File: src/rtl/urna_keypad_front.sv
`default_nettype none
// ============================================================================
// Module   : urna_keypad_front
// Brief    : Ballot-box operator front-end: synchronizes and debounces the
//            board keys and turns them into Digit/Valid/Next/Finish pulses.
//            Optional macro URNA_DEBOUNCE_EN selects full debouncers; when it
//            is undefined each key uses a plain falling-edge detector.
// Revision : 1.0 - initial release
// ============================================================================
module urna_keypad_front #(
    parameter int DEBOUNCE_CYCLES = 500000,
    parameter int MAX_DIGITS      = 4
) (
    input  logic        Clock,
    input  logic        Resetn,
    input  logic [3:0]  DigitSw,
    input  logic        KeyConfirm_n,
    input  logic        KeyNext_n,
    input  logic        KeyFinish_n,
    output logic [3:0]  Digit,
    output logic        Valid,
    output logic        Next,
    output logic        Finish,
    output logic [2:0]  Count,
    output logic [15:0] Echo,
    output logic        Full
);

    localparam logic [2:0] c_MAX = 3'(MAX_DIGITS);

    // Key vector order: [0] confirm, [1] next, [2] finish; all active-low.
    logic [2:0]  r_key_s1;
    logic [2:0]  r_key_s2;
    logic [3:0]  r_sw_s1;
    logic [3:0]  r_sw_s2;
    logic [2:0]  w_evt;

    logic [3:0]  r_digit;
    logic        r_valid;
    logic        r_next;
    logic        r_finish;
    logic [2:0]  r_count;
    logic [15:0] r_echo;

    always_ff @(posedge Clock or negedge Resetn) begin
        if (!Resetn) begin
            r_key_s1 <= 3'b111;
            r_key_s2 <= 3'b111;
            r_sw_s1  <= 4'd0;
            r_sw_s2  <= 4'd0;
        end else begin
            r_key_s1 <= {KeyFinish_n, KeyNext_n, KeyConfirm_n};
            r_key_s2 <= r_key_s1;
            r_sw_s1  <= DigitSw;
            r_sw_s2  <= r_sw_s1;
        end
    end

    genvar gi;
    generate
        for (gi = 0; gi < 3; gi++) begin : g_key
`ifdef URNA_DEBOUNCE_EN
            localparam int              c_CW       = (DEBOUNCE_CYCLES > 1) ? $clog2(DEBOUNCE_CYCLES) : 1;
            localparam logic [c_CW-1:0] c_CNT_LAST = c_CW'(DEBOUNCE_CYCLES - 1);

            localparam logic [1:0] c_RELEASED    = 2'd0;
            localparam logic [1:0] c_PRESS_CHK   = 2'd1;
            localparam logic [1:0] c_PRESSED     = 2'd2;
            localparam logic [1:0] c_RELEASE_CHK = 2'd3;

            logic [1:0]      r_state;
            logic [c_CW-1:0] r_cnt;
            logic            w_lvl;

            assign w_lvl      = r_key_s2[gi];
            assign w_evt[gi]  = (r_state == c_PRESS_CHK) && !w_lvl && (r_cnt == c_CNT_LAST);

            // Counter stops at its last value, so it never wraps.
            always_ff @(posedge Clock or negedge Resetn) begin
                if (!Resetn) begin
                    r_state <= c_RELEASED;
                    r_cnt   <= '0;
                end else begin
                    case (r_state)
                        c_RELEASED: begin
                            if (!w_lvl) begin
                                r_state <= c_PRESS_CHK;
                                r_cnt   <= '0;
                            end
                        end
                        c_PRESS_CHK: begin
                            if (w_lvl)
                                r_state <= c_RELEASED;
                            else if (r_cnt == c_CNT_LAST)
                                r_state <= c_PRESSED;
                            else
                                r_cnt <= r_cnt + 1'b1;
                        end
                        c_PRESSED: begin
                            if (w_lvl) begin
                                r_state <= c_RELEASE_CHK;
                                r_cnt   <= '0;
                            end
                        end
                        c_RELEASE_CHK: begin
                            if (!w_lvl)
                                r_state <= c_PRESSED;
                            else if (r_cnt == c_CNT_LAST)
                                r_state <= c_RELEASED;
                            else
                                r_cnt <= r_cnt + 1'b1;
                        end
                        default: r_state <= c_RELEASED;
                    endcase
                end
            end
`else
            logic r_prev;

            always_ff @(posedge Clock or negedge Resetn) begin
                if (!Resetn)
                    r_prev <= 1'b1;
                else
                    r_prev <= r_key_s2[gi];
            end

            assign w_evt[gi] = r_prev & ~r_key_s2[gi];
`endif
        end
    endgenerate

    // Finish outranks Next, which outranks Confirm; lower-priority events are dropped.
    always_ff @(posedge Clock or negedge Resetn) begin
        if (!Resetn) begin
            r_digit  <= 4'd0;
            r_valid  <= 1'b0;
            r_next   <= 1'b0;
            r_finish <= 1'b0;
            r_count  <= 3'd0;
            r_echo   <= 16'd0;
        end else begin
            r_valid  <= 1'b0;
            r_next   <= 1'b0;
            r_finish <= 1'b0;
            if (w_evt[2]) begin
                r_finish <= 1'b1;
                r_count  <= 3'd0;
                r_echo   <= 16'd0;
            end else if (w_evt[1]) begin
                r_next  <= 1'b1;
                r_count <= 3'd0;
                r_echo  <= 16'd0;
            end else if (w_evt[0] && (r_count < c_MAX)) begin
                r_digit <= r_sw_s2;
                r_valid <= 1'b1;
                r_echo  <= {r_echo[11:0], r_sw_s2};
                r_count <= r_count + 3'd1;
            end
        end
    end

    assign Digit  = r_digit;
    assign Valid  = r_valid;
    assign Next   = r_next;
    assign Finish = r_finish;
    assign Count  = r_count;
    assign Echo   = r_echo;
    assign Full   = (r_count == c_MAX);

endmodule
`default_nettype wire
File: config.mk
export PLATFORM = sky130hd
export DESIGN_NAME = urna_keypad_front
export DESIGN_NICKNAME = d
export VERILOG_FILES = /design/src/rtl/urna_keypad_front.sv
export SDC_FILE = /design/constraint.sdc
export NUM_CORES = 1
export LEC_CHECK = 0
export CAP_MARGIN = 10
export CORE_MARGIN = 1
export CORE_UTILIZATION = 43
export DETAILED_ROUTE_END_ITERATION = 12
export GPL_TIMING_DRIVEN = 0
export PLACE_DENSITY = 0.76
export SYNTH_ARGS = -nofsm -noshare
export SYNTH_HDL_FRONTEND = slang
export SYNTH_SLANG_ARGS = --single-unit
File: constraint.sdc
create_clock -name Clock -period 2.3 [get_ports Clock]
set_input_delay 0.575 -clock Clock [delete_from_list [all_inputs] [get_ports Clock]]
set_output_delay 0.575 -clock Clock [all_outputs]
set_load 0.05 [all_outputs]
Word level (Yosys, flattened, before mapping)
Index checks and enable logic that the tools add are counted.
- flip-flop bits (word level): 43
- input bits: 9
- logic and storage cells: 39
- add/sub/neg operators: 1
- order comparisons: 1
- eq/ne operators: 1
- multiplexer cells: 12
- bitwise gates (word level): 8
- reductions and logical operators: 3
- operators with widths (cell ; count):
    two-way mux 16 bit ; 3
    two-way mux 3 bit ; 3
    two-way mux 1 bit ; 6
    inverter 1 bit ; 5
    adder 3 x 1 -> 3 bit, second input constant ; 1
    AND 1 bit ; 3
    == test 3 bit, second input constant ; 1
    less-than comparator 3 bit, second input constant ; 1
    AND reduction 3 bit ; 1
    nonzero test 3 bit ; 1
    logical AND 1 bit ; 1

Logic depth before layout (Yosys ltp)
- depth in word-level cells: 6
- depth in mapped cells: 5
- depth with buffers taken out: 4

Least setup slack after synthesis
OpenSTA, ideal clock, no wires.
- path type: register to output
- from: register r_count[0] (netlist: Count[0])
- to: output Full
- data arrival time: 1.248 ns
- data required time: 1.725 ns
- setup slack: 0.477 ns
- stages on the path, launching flop included: 4
- cells stage by stage: dfrtp_1 -> inv_1 -> ha_1 -> and2_1
- cells in the longest elaborated chain, start to end: 1
- RTL lines (item ; line ; RTL):
    start: declaration ; 42 ; logic [2:0] r_count;
    start signal: assignment ; 157 ; r_count <= r_count + 3'd1;
    == test 3 bit ; 168 ; assign Full = (r_count == c_MAX);
    end: declaration ; 26 ; output logic Full
No other way between the ends.

Worst setup path after layout
- from: register r_count[2] (netlist: Count[2])
- to: output Count[2]
- RTL lines (item ; line ; RTL):
    end: declaration ; 24 ; output logic [2:0] Count,
No word-level cell between the ends.

==> flow_summary.toml <==
[run_status]
status = "complete, no violations"

[final_layout]
drive_above_1_share = 0.1585
area_growth_pct = 31.26
final_common_cell = "nand2_1"
nets = 174
utilization = 0.5952
final_cell_area_mm2 = 0.002002
most-common-layout-cells = "nand2_1 (35), dfrtp_1 (34), clkdlybuf4s50_1 (33), a21oi_1 (17), dfstp_2 (9)"
num_antenna_cells = 0
n_fill_cell = 306

[route]
drc = 0
drt-total-wl_um = 2367
drt_iter0_drc = 54
ant_nets = 0
avgRoutedWirePerCell_um = 11.27
via_count = 971
firstDrtPassIters = 4
vias_per_cell = 4.624

[logic_synthesis]
ys_warn_count = 0
async_flop_share = 1.000
postSynthAreaPerCell_um2 = 12.61
ys_ff_latch = 43
seq_area_frac_synth = 0.7129
synth_cells = 121
syn_nets = 132
yosysUniqueCellTypes = 19
ys.flop_type = "dfrtp_1"
synth_edf_count = 0
synth_area_mm2 = 0.001525

[worst_setup_path]
start_kind = "flop"
worstSetupPathType = "flop to output pin"
required_ps = 1730
path_buf_inv = 1
worstPathCellList = "clkdlybuf4s50_1"
path_max_fanout = 5
cp_slowest_cell = "clkdlybuf4s50_1"
cp_top_family = "buffers and inverters"
arrival_ps = 1620
end_kind = "output pin"
crit_path_max_incr_delay_ps = 840

[grt]
grt_pass1_wl_um = 3663
grt_max_degree = 44
grt_pass1_vias = 881
antenna_found_initial = 0
track_usage = 0.1387
overflow = 0

[clock_network]
cts_buffer_depth = 2
path_clk_slew_ps = 120
cts_root_buffer = "clkbuf_4"
post_cts_buffers = 0
htree_num_levels = 2
cts_resized = 1
clk_latency_ps = 340
cts_buffers = 5
cts_tree = "done"
cts.sinks = 43
cts-hold-fix-buffers = 0

[power]
peakVddDrop_v = 0.0004808
p_total_mw = 1.531
pwr_density_cell_mw_per_mm2 = 764.6
p_leak_nw = 0.8765

[timing]
fin_crit_sh = 0.9546
worst_hold_slack_ps = 350.5
clock-skew-final_ps = 12.08
finalMaxSlewViolations = 0
finalHoldViolCount = 0
slew_headroom = 0.4077
period_minus_slack_ps = 2195
setup-tns-final_ps = 0
timing.fmax_mhz = 455.5
rsz0062_at_grt = "no"
tightest_slew_ps = 888.4
finalSetupViolCount = 0

[floorplan]
rows = 21
initial_utilization = 0.4535
core_mm2 = 0.003363
die_area_mm2 = 0.003789
die_h_um = 61.56
chipWidth_um = 61.56
num_io_pins = 36

[placement]
hpwlAfterDp_um = 1677
placed_area_mm2 = 0.001928
port_buffers = 35
place_congestion = 0.7649

[hold_path]
hold_path_class = "primary input to async pin"

[flow_run]
drv_cap = 0
-- path summary, 6_finish.rpt --
kind	start	endpoint	slack, ps	cells past startpoint
min in group Clock	r_key_s1[1]	r_key_s2[1]	360	0
hold reg to reg	r_key_s1[1]	r_key_s2[1]	360	0
hold / removal	Resetn	Echo[13]	350	1
setup / recovery	Count[2]	Count[2]	100	1
max in group asynchronous	Resetn	Count[2]	1390	1
setup reg to reg	g_key[0].r_prev	Digit[2]	670	3
-- final cells by class --
cell class                      instances  area, um^2  area share
Buffer                                  4       27.53     0.01375
Clock buffer                            7       45.04     0.02250
Tap cell                               46       57.56     0.02875
Multi-Input combinational cell         69       391.6      0.1956
Timing Repair Buffer                   35       344.1      0.1719
Sequential cell                        43        1087      0.5431
Clock inverter                          1       30.03     0.01500
Inverter                                5       18.77    0.009375
-- cell usage after synthesis, drive strengths merged, types with 2 or more instances --
cell	n	share of area
a21oi	17	0.056
buf	3	0.016
dfrtp	34	0.56
dfstp	9	0.16
ha	2	0.016
inv	5	0.012
mux2	4	0.039
nand2	35	0.086
nand2b	2	0.0082
nor2	3	0.0074
-- metrics by stage --
| stage | std cells | worst slack (ps) |
|---|---|---|
| after floorplan | 121 | 476.9 |
| after global placement | 202 | -288.4 |
| after detailed placement | 202 | 198.8 |
| after CTS | 210 | 82.57 |
| after global routing | 210 | 16.41 |
| final | 210 | 104.5 |
-- flip-flops by register name (all words and copies together), names as in the netlist --
register      count
Echo             16
r_key_s2          3
Valid             1
Count             3
Finish            1
r_sw_s2           4
Digit             4
Next              1
r_key_s1          3
r_sw_s1           4
g_key.r_prev      3
-- where the power goes --
| part | switching (mW) | leakage (nW) | internal (mW) |
|---|---|---|---|
| registers | 0.0252 | 0.537 | 0.805 |
| clock network | 0.215 | 0.0395 | 0.231 |
| logic | 0.161 | 0.300 | 0.0940 |
-- cell families (layout without fill, tap and decap cells) --
group | after synthesis | after routing | share of synthesized area
adder cells (fa/ha/maj) | 2 | 2 | 0.01640
flip-flops | 43 | 43 | 0.7129
buffers and inverters | 9 | 52 | 0.03035
multiplexers | 4 | 4 | 0.03938
AO/OA/AOI/OAI | 18 | 18 | 0.05989
AND/OR/NAND/NOR | 44 | 44 | 0.1354
XOR/XNOR | 1 | 1 | 0.005743
-- metal layers --
| metal | wire length (um) | GRT usage | part of all wire | up-vias |
|---|---|---|---|---|
| li1 | - | - | - | 469 |
| met1 | 1041 | 0.1710 | 0.44 | 465 |
| met2 | 1161 | 0.2058 | 0.49 | 33 |
| met3 | 132 | 0.06933 | 0.056 | 4 |
| met4 | 32 | 0.06032 | 0.014 | 0 |
| met5 | 0 | 0 | 0 | - |
No activity file was read; power rests on OpenSTA's default activity.
